File: src/rtl/seg_scan_ctrl_if.sv
// Handshake/display bundle for seg_scan_ctrl: load request in, load ack,
// shared decoder code, active-low anodes and frame pulse out.
interface seg_scan_ctrl_if #(
   parameter int NUM_DIGITS = 4
);
   logic                      load;
   logic [4*NUM_DIGITS-1:0]   value;
   logic                      load_ack;
   logic [3:0]                dig;
   logic [NUM_DIGITS-1:0]     an;
   logic                      frame_done;

   modport master (
      output load, value,
      input  load_ack, dig, an, frame_done
   );

   modport slave (
      input  load, value,
      output load_ack, dig, an, frame_done
   );
endinterface

File: src/rtl/seg_scan_ctrl.sv
// Time-multiplexed scan controller for common-anode 7-segment digits with a
// blank guard gap per slot and frame-synchronous value updates.
// Optional leading-zero blanking is enabled by defining SEG_SCAN_LZB_EN.
module seg_scan_ctrl #(
   parameter int NUM_DIGITS   = 4,
   parameter int BLANK_CYCLES = 4,
   parameter int SHOW_CYCLES  = 1000
) (
   input  logic              clk,
   input  logic              rst,
   seg_scan_ctrl_if.slave    bus
);

   localparam int MAXC  = (BLANK_CYCLES > SHOW_CYCLES) ? BLANK_CYCLES : SHOW_CYCLES;
   localparam int CNT_W = (MAXC > 1) ? $clog2(MAXC) : 1;
   localparam int IDX_W = (NUM_DIGITS > 1) ? $clog2(NUM_DIGITS) : 1;
   localparam int VW    = 4 * NUM_DIGITS;

   localparam logic [CNT_W-1:0] BLANK_LAST = CNT_W'(BLANK_CYCLES - 1);
   localparam logic [CNT_W-1:0] SHOW_LAST  = CNT_W'(SHOW_CYCLES - 1);
   localparam logic [IDX_W-1:0] IDX_LAST   = IDX_W'(NUM_DIGITS - 1);

   typedef enum logic {ST_BLANK, ST_SHOW} state_e;

   state_e              state_q, state_d;
   logic [CNT_W-1:0]    cnt_q, cnt_d;
   logic [IDX_W-1:0]    idx_q, idx_d;
   logic [VW-1:0]       disp_q, disp_d;
   logic [VW-1:0]       pend_q, pend_d;
   logic                pend_v_q, pend_v_d;
   logic [NUM_DIGITS-1:0] an_q, an_d;
   logic [3:0]          dig_q, dig_d;
   logic                ack_q, ack_d;
   logic                fd_q, fd_d;
   logic                boundary;
   logic                hide;

   function automatic logic [3:0] nibble(input logic [VW-1:0] v, input logic [IDX_W-1:0] i);
      nibble = 4'hF;
      for (int k = 0; k < NUM_DIGITS; k++)
         if (IDX_W'(k) == i) nibble = v[4*k +: 4];
   endfunction

   function automatic logic [NUM_DIGITS-1:0] an_mask(input logic [IDX_W-1:0] i);
      an_mask = '1;
      for (int k = 0; k < NUM_DIGITS; k++)
         if (IDX_W'(k) == i) an_mask[k] = 1'b0;
   endfunction

`ifdef SEG_SCAN_LZB_EN
   // A digit is hidden only when it and every more significant digit are zero.
   function automatic logic lz_hidden(input logic [VW-1:0] v, input logic [IDX_W-1:0] i);
      lz_hidden = (i != '0);
      for (int k = 0; k < NUM_DIGITS; k++)
         if (k >= int'(i) && v[4*k +: 4] != 4'd0) lz_hidden = 1'b0;
   endfunction
`endif

   always_comb begin
      state_d  = state_q;
      cnt_d    = cnt_q;
      idx_d    = idx_q;
      disp_d   = disp_q;
      pend_d   = pend_q;
      pend_v_d = pend_v_q;
      ack_d    = 1'b0;
      boundary = 1'b0;
      an_d     = '1;
      dig_d    = 4'hF;
      hide     = 1'b0;

      case (state_q)
         ST_BLANK: begin
            if (cnt_q == BLANK_LAST) begin
               state_d = ST_SHOW;
               cnt_d   = '0;
            end else begin
               cnt_d = cnt_q + 1'b1;
            end
         end
         ST_SHOW: begin
            if (cnt_q == SHOW_LAST) begin
               state_d  = ST_BLANK;
               cnt_d    = '0;
               boundary = (idx_q == IDX_LAST);
               idx_d    = (idx_q == IDX_LAST) ? '0 : idx_q + 1'b1;
            end else begin
               cnt_d = cnt_q + 1'b1;
            end
         end
         default: state_d = ST_BLANK;
      endcase

      if (bus.load) begin
         pend_d   = bus.value;
         pend_v_d = 1'b1;
      end

      // A load on the boundary cycle itself goes straight to the display.
      if (boundary && (bus.load || pend_v_q)) begin
         disp_d   = bus.load ? bus.value : pend_q;
         pend_v_d = 1'b0;
         ack_d    = 1'b1;
      end

      fd_d = boundary;

`ifdef SEG_SCAN_LZB_EN
      hide = lz_hidden(disp_d, idx_d);
`else
      hide = 1'b0;
`endif

      // Outputs are registered from next-state so they track the state entered.
      if (state_d == ST_SHOW && !hide) begin
         an_d  = an_mask(idx_d);
         dig_d = nibble(disp_d, idx_d);
      end
   end

   always_ff @(posedge clk) begin
      if (rst) begin
         state_q  <= ST_BLANK;
         cnt_q    <= '0;
         idx_q    <= '0;
         disp_q   <= '0;
         pend_q   <= '0;
         pend_v_q <= 1'b0;
         an_q     <= '1;
         dig_q    <= 4'hF;
         ack_q    <= 1'b0;
         fd_q     <= 1'b0;
      end else begin
         state_q  <= state_d;
         cnt_q    <= cnt_d;
         idx_q    <= idx_d;
         disp_q   <= disp_d;
         pend_q   <= pend_d;
         pend_v_q <= pend_v_d;
         an_q     <= an_d;
         dig_q    <= dig_d;
         ack_q    <= ack_d;
         fd_q     <= fd_d;
      end
   end

   assign bus.an         = an_q;
   assign bus.dig        = dig_q;
   assign bus.load_ack   = ack_q;
   assign bus.frame_done = fd_q;

endmodule

File: src/flat_wrapper.sv
// flat-port wrapper written by rule: the top's interface ports become plain ports
module seg_scan_ctrl_flat 
#(
   parameter int NUM_DIGITS   = 4,
   parameter int BLANK_CYCLES = 4,
   parameter int SHOW_CYCLES  = 1000
)
  (clk, rst, bus_load, bus_value, bus_load_ack, bus_dig, bus_an, bus_frame_done);
  seg_scan_ctrl_if #(.NUM_DIGITS(NUM_DIGITS)) bus_i ();
  input  logic clk;
  input  logic rst;
  input wire logic [$bits(bus_i.load)-1:0] bus_load;
  input wire logic [$bits(bus_i.value)-1:0] bus_value;
  output wire logic [$bits(bus_i.load_ack)-1:0] bus_load_ack;
  output wire logic [$bits(bus_i.dig)-1:0] bus_dig;
  output wire logic [$bits(bus_i.an)-1:0] bus_an;
  output wire logic [$bits(bus_i.frame_done)-1:0] bus_frame_done;
  assign bus_i.load = bus_load;
  assign bus_i.value = bus_value;
  assign bus_load_ack = bus_i.load_ack;
  assign bus_dig = bus_i.dig;
  assign bus_an = bus_i.an;
  assign bus_frame_done = bus_i.frame_done;
  seg_scan_ctrl #(.NUM_DIGITS(NUM_DIGITS), .BLANK_CYCLES(BLANK_CYCLES), .SHOW_CYCLES(SHOW_CYCLES)) u_core (.clk(clk), .rst(rst), .bus(bus_i));
endmodule
File: config.mk
export PLATFORM = sky130hd
export DESIGN_NAME = seg_scan_ctrl_flat
export DESIGN_NICKNAME = d
export VERILOG_FILES = /design/src/rtl/seg_scan_ctrl_if.sv /design/src/rtl/seg_scan_ctrl.sv /design/src/flat_wrapper.sv
export SDC_FILE = /design/constraint.sdc
export NUM_CORES = 1
export LEC_CHECK = 0
export CORE_AREA = 2 2 74 76
export CTS_CLUSTER_SIZE = 25
export DETAILED_ROUTE_END_ITERATION = 8
export DIE_AREA = 0 0 76 78
export PLACE_DENSITY = 0.69
export SETUP_SLACK_MARGIN = 0.3
export SYNTH_ARGS = -nofsm -noshare
export SYNTH_HDL_FRONTEND = slang
export SYNTH_SLANG_ARGS = --single-unit
File: constraint.sdc
create_clock -name clk -period 2.8 [get_ports clk]
set_input_delay 0.42 -clock clk [delete_from_list [all_inputs] [get_ports clk]]
set_output_delay 0.42 -clock clk [all_outputs]
set_load 0.02 [all_outputs]
==> run metrics <==
Final setup violation count=0; PnR worst setup slack=around 0.4 ns; wire per inst=about 12 µm; cells on worst reg2reg path=6; RSZ-0062 raised after global routing=no; Tcrit/Tclk final=85.7%; Routability Congestion=roughly 0.86; Slowest-stage cell, CP=or4_4; GRT Util Overall=between 10% and 20%; relative slew slack=around 70%; Reg area=about 0.0011 mm²; Syn Area/Cell=about 9.6 µm²; multi-input combinational cell area=approximately 0.0011 mm²; Hold Startpoint=u_core.cnt_q[0]; Most used DFF post-synth=dfxtp_1; Fin. Hold Viols=0; VDD IR max=0.000315 V; R2R Path End=u_core.bus.dig[3]; H-tree Lvls=2; Skew-Pair Late Insertion Delay=roughly 0.31 ns; WL met2=1760 µm; pre-CTS setup slack=between 0.2 and 0.3 ns; Critical path origin=u_core.cnt_q[0]; worst-path cell chain=ha_4 -> or3b_4 -> or4_4 -> mux2i_1 -> mux2_2 -> a211o_1; Setup TNS=0 ns; Syn Inst Count=~240; post-synth top area share=about half; vias in the first global route=about 1400; Routed Wire Length=between 3000 and 4000 µm; CORE AREA=approximately 0.0050 mm²; number of fill cells in the layout=roughly 460; async set-reset flop share out of synthesis=0%; top sig layer=met4; clock sink total=56; Critical path buffers and inverters=0; leading area contributor after synthesis=dfxtp_1; worst-margin pin slew=0.457 ns; most frequent cells in the layout=54 x dfxtp_1, 44 x nor2_1, 31 x mux2i_1; post-DR vias/cell=~4.8; CTS root buf=clkbuf_8; CTS tree=done; DIE AREA=0.00593 mm²; row cnt=26; iteration-0 DRC count of the detailed router=72; worst hold path type=flip-flop to flip-flop; mapped cell area=0.00225 mm²; clk_skew=~0.0098 ns; I/O Pins=29; DR vias=approximately 1600; CP Capture Type=flip-flop; post-cts hold buffer count=0; Ys Warns=0; sequential cell area fraction in the yosys report=between 40% and 50%; largest cells by area after synthesis=dfxtp_1 50%, mux2i_1 14%, nor2_1 7.3%; Post-Syn Nets=roughly 260; r2r setup slk=0.40 ns; Achievable Freq=between 0.4 and 0.5 GHz; max incr delay on CP=0.59 ns; WHS Path Cells=1; Starting Density=44.7%; clock tree buffer depth=2; EDFF count, synth=0; pwr/cell area=between 500 and 600 mW/mm²; Setup crit start kind=flip-flop; initial antenna violation count=0; DRC=0; largest net degree at the start of global routing=21; Final Cell Area=0.00275 mm²; Worst Hold End=u_core.cnt_q[0]; Reg clk slew, reported paths=~0.10 ns; Lkg Pwr=approximately 0.0011 µW; Max Cap Viol=0; Layout Area Growth over Synthesis=22.0%; most common cell after layout, fill and taps aside=dfxtp_1; dpl hpwl=about 2900 µm; crit path kind=flip-flop to flip-flop; Max Slew Vio Count=0; crit-path leading delay family=simple AND/OR/NAND/NOR gates; flop and latch count out of synthesis=56; first-pass GRT wire length=~6800 µm; reg2reg start=u_core.cnt_q[0]; nets=~290; CP max FO=6; outcome=finished clean; GR Overflow Total=0; chip width=between 70 and 80 µm; WL met1=~2000 µm; placed inst area=~0.0027 mm²; Arr. time, crit path=approximately 2.6 ns; Period minus WS final=around 2.4 ns; DRT Pass-1 Iters=4; CTS Buf Count=5; CP required=between 2 and 3 ns; fin util=a little over half; Distinct cells, synth=35; fraction of layout cells with a size suffix above 1=10.1%; ANT cells=0; met3 wire len=161 µm; Die H=78 µm; Post-DRT Antenna Nets=0; port bufs=28
[what timing repair did]
action                     in CTS  in global routing
setup buffers                   0                  0
gates resized for setup         2                  2
setup endpoints to repair       1                  1
[metal layers]
| metal | track usage [%] | vias up |
|---|---|---|
| met1 | 19.3 | 743 |
| met4 | 3.82 | 0 |
| li1 | - | 852 |
| met5 | 0 | - |
| met3 | 4.77 | 2 |
| met2 | 21.4 | 30 |
[area by class of cell]
type / count / share of cell area [%]
flip-flops and latches: 56 / 40.8
well taps: 70 / 3.18
repair buffers: 35 / 12.1
clock inverters: 3 / 0.819
inverters: 11 / 1.50
clock buffers: 5 / 2.50
multi-input cells: 158 / 39.1
[cell families (layout without fill, tap and decap cells)]
family	after synthesis	count (layout)	synth area share, %
and+or+nand+nor	89	89	18.7
buffers and inverters	22	54	4.11
xor gates and xnor gates	8	8	3.11
DFF	56	56	49.7
adders and majority gates	2	2	1.11
AOI/OAI and AO/OA	24	24	7.38
muxes	35	35	15.9
[cells in the mapped netlist (all sizes together) (4+ instances only)]
cell and number:
nor3 6, xor2 5, a211oi 7, nand3 7, nor2 44, mux2i 32
nand2 11, o21ai 4, dfxtp 56, buf 5, clkbuf 6, nor2b 10
inv 11
[state kept, by name, summed over array words and instances (netlist names)]
signal and flops:
u_core.disp_q 16, u_core.pend_q 16, u_core.cnt_q 10, u_core.bus.an 4, u_core.bus.dig 4, u_core.idx_q 2, u_core.bus.frame_done 1, u_core.bus.load_ack 1
u_core.pend_v_q 1, u_core.state_q 1
[worst max path at each step]
stage | end | slack (ns) | cells past startpoint
after CTS | u_core.bus.dig[3] | 0.34 | 6
final | u_core.bus.dig[3] | 0.40 | 6
after global placement | u_core.bus.dig[3] | 0.34 | 6
after floorplan | u_core.bus.dig[3] | 0.31 | 8
after detailed placement | u_core.bus.dig[3] | 0.26 | 6
after global routing | u_core.bus.dig[3] | 0.32 | 6
[per-stage QoR]
| stage | power [µW] | instances | hold WS (ns) |
|---|---|---|---|
| 6_report | 1400 | 338 | 0.465 |
| 5_1_grt | 1470 | 338 | 0.500 |
| 4_1_cts | 1420 | 338 | 0.508 |
| 3_5_place_dp | 977 | 330 | 0.481 |
| 3_3_place_gp | 975 | 330 | 0.471 |
| 2_1_floorplan | 926 | 236 | 0.449 |
[power breakdown]
part	switching, µW	leakage (µW)	total [µW]	internal [µW]
clock	265	0.0000485	444	180
combinational	58.0	0.000626	123	64.6
sequential	13.8	0.000456	837	823
total	336	0.00113	1400	1070
(Power assumes the default switching activity.)
